`config.mk`:
```
export PLATFORM = sky130hd
export DESIGN_NAME = msk_unmask_serial
export DESIGN_NICKNAME = d
export VERILOG_FILES = /design/src/rtl/msk_unmask_serial.sv
export SDC_FILE = /design/constraint.sdc
export NUM_CORES = 1
export LEC_CHECK = 0
export CORE_AREA = 2 2 39 41
export DETAILED_ROUTE_END_ITERATION = 6
export DIE_AREA = 0 0 41 43
export PLACE_DENSITY_LB_ADDON = 0.25
export SLEW_MARGIN = 20
export SYNTH_ARGS = -nofsm -noshare
export SYNTH_HDL_FRONTEND = slang
export SYNTH_SLANG_ARGS = --single-unit
```
`constraint.sdc`:
```
create_clock -name clk -period 1.7 [get_ports clk]
set_input_delay 0.17 -clock clk [delete_from_list [all_inputs] [get_ports clk]]
set_output_delay 0.17 -clock clk [all_outputs]
set_load 0.05 [all_outputs]
```
`src/rtl/msk_unmask_serial.sv`:
```
// Serial unmasking of d-share Boolean sharings: one share folded into the accumulator per cycle.
// Optional MSK_UNMASK_ZEROIZE_EN clears each share slot in the share register once it has been absorbed.
module msk_unmask_serial #(
    parameter int d     = 2,
    parameter int count = 1
) (
    input  logic                 clk,
    input  logic                 rst,
    input  logic [count*d-1:0]   in_shares,
    input  logic                 in_valid,
    output logic                 in_ready,
    output logic [count-1:0]     out_data,
    output logic                 out_valid,
    input  logic                 out_ready
);

    localparam int IW = $clog2(d) + 1;
    localparam logic [IW-1:0] LAST = IW'(d - 1);

    typedef enum logic [1:0] {
        IDLE,
        ACC,
        DONE
    } state_t;

    state_t                 state, state_next;
    logic [count*d-1:0]     share_reg, share_next;
    logic [count-1:0]       acc, acc_next;
    logic [IW-1:0]          idx, idx_next;
    logic [count-1:0]       sel_share;

    // Pick share[idx] of every bit; only one raw share per bit ever meets the accumulator.
    always_comb begin
        sel_share = '0;
        for (int i = 0; i < count; i++) begin
            for (int j = 0; j < d; j++) begin
                if (idx == IW'(j)) begin
                    sel_share[i] = share_reg[i*d+j];
                end
            end
        end
    end

    always_comb begin
        state_next = state;
        share_next = share_reg;
        acc_next   = acc;
        idx_next   = idx;
        case (state)
            IDLE: begin
                if (in_valid) begin
                    share_next = in_shares;
                    for (int i = 0; i < count; i++) begin
                        acc_next[i] = in_shares[i*d];
`ifdef MSK_UNMASK_ZEROIZE_EN
                        share_next[i*d] = 1'b0;
`endif
                    end
                    idx_next   = IW'(1);
                    state_next = (d > 1) ? ACC : DONE;
                end
            end
            ACC: begin
                acc_next = acc ^ sel_share;
`ifdef MSK_UNMASK_ZEROIZE_EN
                for (int i = 0; i < count; i++) begin
                    for (int j = 0; j < d; j++) begin
                        if (idx == IW'(j)) begin
                            share_next[i*d+j] = 1'b0;
                        end
                    end
                end
`endif
                idx_next = idx + IW'(1);
                if (idx == LAST) begin
                    state_next = DONE;
                end
            end
            DONE: begin
                if (out_ready) begin
                    state_next = IDLE;
                end
            end
            default: begin
                state_next = IDLE;
            end
        endcase
    end

    always_ff @(posedge clk or posedge rst) begin
        if (rst) begin
            state     <= IDLE;
            share_reg <= '0;
            acc       <= '0;
            idx       <= '0;
        end else begin
            state     <= state_next;
            share_reg <= share_next;
            acc       <= acc_next;
            idx       <= idx_next;
        end
    end

    assign in_ready  = (state == IDLE);
    assign out_valid = (state == DONE);
    assign out_data  = (state == DONE) ? acc : '0;

endmodule

```
==> results by group <==
Setup path
  • Data required time of the worst path: 1.53 ns
  • FF-to-FF End: acc
  • Worst setup endpoint: out_data
  • Max stage delay cell, worst path: dfrtp_1
  • Worst setup path class: reg2out
  • Critical Path Source: state[1]
  • Crit-path leading delay family: simple AND/OR/NAND/NOR gates
  • Crit-path cells: nor2b_2 -> and2_1 -> buf_12
  • R2R cell count: 4
  • Crit Path Max Fanout: 8
  • CP max stage delay: 0.48 ns
  • Critical path arrival: 1.38 ns
  • Critical Path Source Type: flop
  • Reg-to-reg slack, setup: 0.26 ns
  • RR Startpoint: idx[0]
  • Crit. End Element: output port
  • CP Depth: 3
  • Worst path bufs/invs: 1

Die
  • Die area: 0.00176 mm^2
  • Core Region: 0.00138 mm^2
  • Num rows: 14
  • Initial Utilization: 0.287
  • Die Ht: 43 um
  • # IOs: 9
  • Chip width: 41 um

Yosys
  • Largest cells by area after synthesis: dfrtp_1 (44%), mux2_4 (7.6%), ha_1 (6.3%)
  • Post-Syn Area per Cell: 10.7 um^2
  • Area share of xor/xnor cells in the synthesized design: 0
  • Synth Area in Compound Gates: 0.177
  • Post-synthesis async set-or-reset flop share: 1.00
  • Largest family of logic cells by synthesized area: compound AO/OA/AOI/OAI gates
  • Synth top area share: 0.442
  • Netlist Area Pre-Place: 397 um^2
  • Area leader, netlist: dfrtp_1
  • Syn nets: 45
  • Post-synthesis adder-cell area fraction: 0.0631
  • Post-Synthesis Cells: 37
  • Library cells used by synthesis: 20
  • Ys flop type: dfrtp_1
  • Synth cell count leaders: dfrtp_1 (7), inv_1 (6), nor2b_1 (3)
  • Mux cell area share after synthesis: 0.101
  • Post-synth EDFFs: 0
  • Synth warn: 0
  • Post-synthesis simple-gate area fraction: 0.161
  • Top-count cell post-synth: dfrtp_1
  • Synth Register Bits: 7
  • Seq/Total Area, Yosys: 0.442

Global route
  • Pin count of the biggest net entering global routing: 9
  • Initial antenna violation count: 0
  • Overflow after GRT: 0
  • Total track usage: 0.116
  • First-pass GRT wire length: 1220 um
  • Vias in the first global route: 263

STA
  • Clk_skew: 0.00327 ns
  • RSZ-0062 raised after global routing: no
  • Final Max Tran Viols: 0
  • WHS: 0.142 ns
  • Max transition margin: 0.815
  • Least-Margin Pin Slew: 0.277 ns
  • Fin Setup TNS: 0 ns
  • Final min period: 1.55 ns
  • Hold Violations, Final: 0
  • Final number of setup-violating endpoints: 0
  • Final period utilization: 0.912
  • Highest Clock Rate: 645 MHz

CTS
  • CTS Buf Count: 3
  • # clock sinks: 7
  • CTS root buf: clkbuf_4
  • CTS tree: done
  • CTS resizes: 0
  • Skew-Pair Late Insertion Delay: 0.26 ns
  • H-tree Lvls: 1
  • Postcts setup bufs: 0
  • Max Root-Sink Buffers: 2
  • Hold_buf cts: 0
  • Clock transition at path regs: 0.05 ns

Power and ir drop
  • Static Leak: 0.000261 uW
  • VDD IR-drop max: 721 uV
  • Total power: 996 uW
  • Pwr dens: 1830 mW/mm^2

Finish
  • NumNets Final: 58
  • Layout Cells excl Fill: 65
  • Synth-to-Final Area Change: 36.9%
  • Layout cell share with drive strength beyond 1: 0.245
  • Util after Layout: 0.392
  • Antenna cells: 0

Route
  • Via count: 296
  • Wirelength per Cell: 11.8 um
  • Length of the first detailed-routing pass in iterations: 2
  • DRC Markers: 0
  • DRT Wirelength: 765 um
  • Vias per cell: 4.55
  • DR iter-0 viols: 1
  • Number of nets with antenna violations after routing: 0

Placed design
  • GP Congestion: 0.710
  • DPL Wire Length: 591 um
  • Placed Cells: 61
  • Number of port buffers: 8

Flow run
  • Number of max-cap violations: 0

Run status
  • Outcome: finished clean

Worst hold path
  • Hold crit path type: in2async
[metal layers]
| layer | up-vias | GRT usage | part of all wire |
|---|---|---|---|
| li1 | 152 | - | - |
| met1 | 133 | 0.139 | 0.49 |
| met2 | 7 | 0.131 | 0.42 |
| met3 | 4 | 0.0785 | 0.051 |
| met4 | 0 | 0.100 | 0.030 |
| met5 | - | 0 | 0 |
[how the worst min path moves through the flow]
stage / depth (start not counted) / to / slack (ns)
2_1_floorplan: 1 / acc / -0.03
3_3_place_gp: 2 / share_reg[0] / 0.42
3_5_place_dp: 2 / share_reg[0] / 0.43
4_1_cts: 2 / state[0] / 0.14
5_1_grt: 2 / idx[1] / 0.18
6_report: 2 / state[0] / 0.14
[metrics by stage]
stage               setup WS, ns  area, um^2
floorplan                 0.0457         399
global placement           0.265         517
detailed placement         0.253         517
CTS                        0.128         543
global route              0.0777         543
finish                     0.150         543
[worst reg2reg max path: cells and delay by family, from the launching register on]
kind,cells,cell delay (ns)
simple gates,2,0.31
flops,1,0.38
compound gates,1,0.37
fa+ha+maj,1,0.26
[final cells by class]
class / instances / area (um^2)
tap: 16 / 20.0
multi-input combinational: 24 / 201
timing repair buffer: 8 / 97.6
clock buffer: 4 / 26.3
inverter: 6 / 22.5
sequential: 7 / 175
fill: 141 / 841
[kinds of logic after synthesis]
logic type / count (synthesis)
buffers and inverters: 6
flip-flops: 7
multiplexers: 3
AND/OR/NAND/NOR: 11
adder cells (fa/ha/maj): 2
AO/OA/AOI/OAI: 8
[report_power, final]
part	switching, uW	total (uW)	internal, uW
Combinational	269	521	252
Sequential	74.0	320	246
Clock	65.1	155	89.8
[cell usage in the layout (no fill, tap or decap), types with 2 or more instances in the layout]
| master | instances |
|---|---|
| a22o_1 | 2 |
| clkbuf_4 | 3 |
| nor2_1 | 2 |
| inv_1 | 6 |
| nor2b_1 | 2 |
| buf_12 | 2 |
| mux2_4 | 2 |
| dfrtp_1 | 7 |
| clkdlybuf4s50_1 | 5 |
| ha_1 | 2 |
(Power assumes the default switching activity.)
